<file path="config.mk">
export PLATFORM = sky130hd
export DESIGN_NAME = pac_sprite_drawer
export DESIGN_NICKNAME = d
export VERILOG_FILES = /design/src/rtl/pac_sprite_drawer.sv
export SDC_FILE = /design/constraint.sdc
export NUM_CORES = 1
export LEC_CHECK = 0
export BUFFER_PORTS_ARGS = -buffer_cell sky130_fd_sc_hd__buf_2
export CAP_MARGIN = 20
export CORE_MARGIN = 4
export CORE_UTILIZATION = 50
export CTS_CLUSTER_DIAMETER = 100
export DETAILED_ROUTE_END_ITERATION = 10
export PLACE_DENSITY = 0.75
export SETUP_SLACK_MARGIN = 0.5
export SKIP_CTS_REPAIR_TIMING = 1
export SYNTH_ARGS = -nofsm -noshare
export SYNTH_HDL_FRONTEND = slang
export SYNTH_SLANG_ARGS = --single-unit
</file>
<file path="constraint.sdc">
create_clock -name clock -period 3 [get_ports clock]
set_input_delay 0 -clock clock [delete_from_list [all_inputs] [get_ports clock]]
set_output_delay 0 -clock clock [all_outputs]
set_load 0.05 [all_outputs]
</file>
<file path="src/rtl/pac_sprite_drawer.sv">
// Draws one 5x5 sprite to a VGA adapter, one pixel per clock, with screen-edge clipping.
// The draw inputs are captured on start, so later input changes do not disturb a draw in progress.
module pac_sprite_drawer #(
  parameter int unsigned SCREEN_W = 160,
  parameter int unsigned SCREEN_H = 120
) (
  input  logic        clock,
  input  logic        reset,
  input  logic        start,
  input  logic [7:0]  x_origin,
  input  logic [6:0]  y_origin,
  input  logic [24:0] sprite,
  input  logic [2:0]  colour,
  input  logic        erase,
  output logic [7:0]  vga_x,
  output logic [6:0]  vga_y,
  output logic [2:0]  vga_colour,
  output logic        plot,
  output logic        busy,
  output logic        done
);

  typedef enum logic [1:0] {IDLE, DRAW, DONE} state_t;

  state_t      state, state_nxt;
  logic [24:0] cap_sprite;
  logic [7:0]  cap_x;
  logic [6:0]  cap_y;
  logic [2:0]  cap_colour;
  logic        cap_erase;
  logic [2:0]  row, col;

  logic [7:0]  vga_x_nxt;
  logic [6:0]  vga_y_nxt;
  logic [2:0]  vga_colour_nxt;
  logic        plot_nxt, busy_nxt, done_nxt;

  logic [8:0]  sum_x;
  logic [7:0]  sum_y;
  logic [4:0]  bit_idx;
  logic        last_px;

  assign last_px = (row == 3'd4) && (col == 3'd4);
  // One extra bit keeps the untruncated coordinate for clipping.
  assign sum_x   = {1'b0, cap_x} + 9'(col);
  assign sum_y   = {1'b0, cap_y} + 8'(row);
  assign bit_idx = 5'd24 - (5'(row) * 5'd5) - 5'(col);

  // State register
  always_ff @(posedge clock or posedge reset) begin
    if (reset) state <= IDLE;
    else       state <= state_nxt;
  end

  // Next-state logic
  always_comb begin
    state_nxt = state;
    case (state)
      IDLE:    if (start) state_nxt = DRAW;
      DRAW:    if (last_px) state_nxt = DONE;
      DONE:    state_nxt = IDLE;
      default: state_nxt = IDLE;
    endcase
  end

  // Output logic: next values for the registered outputs
  always_comb begin
    vga_x_nxt      = vga_x;
    vga_y_nxt      = vga_y;
    vga_colour_nxt = vga_colour;
    plot_nxt       = 1'b0;
    busy_nxt       = 1'b0;
    done_nxt       = 1'b0;
    case (state)
      DRAW: begin
        vga_x_nxt      = sum_x[7:0];
        vga_y_nxt      = sum_y[6:0];
        vga_colour_nxt = (!cap_erase && cap_sprite[bit_idx]) ? cap_colour : 3'b000;
        plot_nxt       = (32'(sum_x) < SCREEN_W) && (32'(sum_y) < SCREEN_H);
        busy_nxt       = 1'b1;
      end
      DONE: begin
        busy_nxt = 1'b1;
        done_nxt = 1'b1;
      end
      default: ;
    endcase
  end

  // Capture registers, pixel counters and output registers
  always_ff @(posedge clock or posedge reset) begin
    if (reset) begin
      cap_sprite <= '0;
      cap_x      <= '0;
      cap_y      <= '0;
      cap_colour <= '0;
      cap_erase  <= 1'b0;
      row        <= '0;
      col        <= '0;
      vga_x      <= '0;
      vga_y      <= '0;
      vga_colour <= '0;
      plot       <= 1'b0;
      busy       <= 1'b0;
      done       <= 1'b0;
    end else begin
      vga_x      <= vga_x_nxt;
      vga_y      <= vga_y_nxt;
      vga_colour <= vga_colour_nxt;
      plot       <= plot_nxt;
      busy       <= busy_nxt;
      done       <= done_nxt;
      if (state == IDLE && start) begin
        cap_sprite <= sprite;
        cap_x      <= x_origin;
        cap_y      <= y_origin;
        cap_colour <= colour;
        cap_erase  <= erase;
        row        <= '0;
        col        <= '0;
      end else if (state == DRAW) begin
        if (col == 3'd4) begin
          col <= '0;
          row <= row + 3'd1;
        end else begin
          col <= col + 3'd1;
        end
      end
    end
  end

endmodule
</file>
==> reports/qor.yml <==
outcome: "finished with violations"
violations: "negative hold slack"
synth-seq-area-share_pct: 50.0
grt_setup_unrepaired: "true"
syn_inst: 299
clk_path_buf_depth: 2
min_path_type: "primary input to flop"
path_class: "flop to flop"
cellPowerDensity_nw_per_um2: 1060
synthArstFlopShare_pct: 100
multiInputGateArea_um2: 1730
finalClockSkew_ns: 0.00979
rows: 30
synth_edf_count: 0
avgSynthCellArea_um2: 12.2
grt_overflow_total: 0
grt_max_degree: 47
seqCellArea_um2: 1830
maxCapViolCount: 0
grt_pass1_vias: 2578
final_cell_mix: "dfrtp_1, buf_2, mux2_2"
cp-start-kind: "flop"
h-tree-depth: 3
fin_ws_ns: 0.0509
p_int_w: 0.00301
die_h_um: 93.5
io_buffers: 67
place_congestion: 0.866
area_growth_pct: 32.8
crit_fanout: 7
drt_iter0_drc: 97
synth_cell_types: 43
ant_nets: 0
n_antenna_cell: 0
crit_arrival_ns: 3.18
fmax_ghz: 0.339
drive_above_1_share_pct: 36.6
pre_cts_slack_ns: 0.0775
drc_errors: 0
cts_made_buffers: 9
synth_area_um2: 3650
final_util_pct: 69.8
finalMaxSlewViolations: 0
hold_viol: 1
combPwrFrac_pct: 48.6
critPathMaxStageDelay_ns: 0.65
ys_warn_count: 0
track_usage_pct: 17.7
p_total_w: 0.00513
power_frac_clock_pct: 17.1
wl_per_cell_um: 15.1
peakVddDrop_v: 0.000507
required_ns: 3.23
p_sw_w: 0.00211
finalSetupViolCount: 0
p_leak_nw: 2.22
synth_ff_type: "dfrtp_1"
period_share_pct: 98.3
vias: 2656
antenna_found_initial: 0
min_period_ns: 2.95
r2r-end: "vga_colour[1]"
clock_sinks: 73
hpwl_um: 5250
reg2reg_slack_ns: 0.05
whs_endpoint: "state[1]"
grt_pass1_wl_um: 12100
root_buffer: "clkbuf_8"
min-delay-start: "start"
fill_cells: 482
pin_count: 68
cp-end-kind: "flop"
crit_slowest_cell: "fa_2"
dieArea_um2: 8730
dr.pass1.iters: 4
hold_slack_ns: -0.0156
relSlewSlack_pct: 61.6
core_um2: 6940
path_cells: "ha_1, inv_1, fa_1, ha_2, inv_2, fa_2, nor4_4, nor4_2, a32oi_2, a22o_1"
cts_tree: "done"
layout_commonest_cell: "dfrtp_1"
synth_fp_nets: 370
routed_via_density: 5.11
min_path_cells: 3
worst_pin_slew_ns: 0.575
reg2reg_depth: 10
clk_pin_slew_ns: 0.07
drt_wl_total_um: 7860
swShare_pct: 41.2
rr_startpoint: "row[0]"
layout.nets: 490
start_util_pct: 52.6
ys_ff_latch: 73
die_w_um: 93.5
seq_power_share_pct: 34.2
clkLatencyLatePin_ns: 0.35
[routing by layer]
metal / up-vias / global-route usage, % / wire (um)
met1: 1288 / 23.3 / 3480
met3: 17 / 3.70 / 311
met4: 0 / 7.81 / 191
met2: 57 / 28.3 / 3880
met5: - / 0 / 0
li1: 1294 / - / -
[worst max path at each step]
stage                       from       endpoint  slack, ns  depth (start not counted)
after global routing      row[0]  vga_colour[1]      -0.04                         10
after floorplan           col[2]  vga_colour[0]       0.16                         10
after global placement    row[0]  vga_colour[0]       0.18                         10
after CTS                 row[0]  vga_colour[0]       0.06                         10
final                     row[0]  vga_colour[1]       0.05                         10
after detailed placement  row[0]  vga_colour[0]       0.08                         10
[through the flow]
stage               TNS, ns  hold WS, ns  instances  area, um2
floorplan                 0        0.117        299       3650
global placement          0       0.0854        459       4130
detailed placement        0       0.0913        459       4130
CTS                       0       -0.284        475       4360
global route        -0.0902       0.0151        520       4850
finish                    0      -0.0156        520       4850
[state kept, by name (all words and copies together) (netlist names), 7 cells and up]
name	flops
cap_sprite	25
cap_x	8
vga_x	8
cap_y	7
vga_y	7
[cells in the mapped netlist, drive strengths merged (2+ instances only)]
| library cell | number | area (um2) |
|---|---|---|
| o21ai | 11 | 55.1 |
| mux2 | 51 | 574 |
| mux2i | 7 | 70.1 |
| nand3 | 4 | 25.0 |
| and3 | 2 | 12.5 |
| a21oi | 13 | 65.1 |
| inv | 21 | 78.8 |
| nand4 | 4 | 25.0 |
| buf | 6 | 35.0 |
| nor2b | 3 | 18.8 |
| xor2 | 6 | 52.6 |
| clkbuf | 5 | 18.8 |
| a22o | 3 | 26.3 |
| ha | 20 | 250 |
| nor4 | 5 | 31.3 |
| a21o | 3 | 22.5 |
| mux4 | 2 | 45.0 |
| fa | 4 | 80.1 |
| nand2b | 2 | 12.5 |
| dfrtp | 73 | 1830 |
| nor2 | 14 | 52.6 |
| nand2 | 14 | 52.6 |
| xnor2 | 9 | 78.8 |
[critical path, delay by kind of cell, from the launching register on]
family                   cells  cell delay [ns]
adder cells (fa/ha/maj)      4             1.57
flip-flops                   1             0.40
buffers and inverters        2             0.08
AO/OA/AOI/OAI                2             0.40
AND/OR/NAND/NOR              2             0.38
[power groups by stage]
stage	sequential (W)	combinational (W)	clock, W
global placement	0.00175	0.00227	0
CTS	0.00175	0.00235	0.000891
global route	0.00183	0.00271	0.000932
detailed placement	0.00177	0.00234	0
floorplan	0.00215	0.00139	0
finish	0.00176	0.00249	0.000879
[final cells by class]
type                            instances  share of cell area, %
Sequential cell                        73                   37.7
Multi-Input combinational cell        193                   35.7
Timing Repair Buffer                  120                   17.7
Clock buffer                           11                   3.12
Tap cell                               96                   2.48
Inverter                               22                   1.70
Clock inverter                          5                   1.60
[logic make-up (layout without fill, tap and decap cells)]
kind of cell	count (synthesis)	in the layout	synth area share, %
fa+ha+maj	24	24	9.05
xor+xnor	15	15	3.60
compound gates	41	41	7.33
simple gates	53	53	7.37
flops	73	73	50.0
buf+inv	33	158	3.74
mux	60	60	18.9
(Power assumes the default switching activity.)
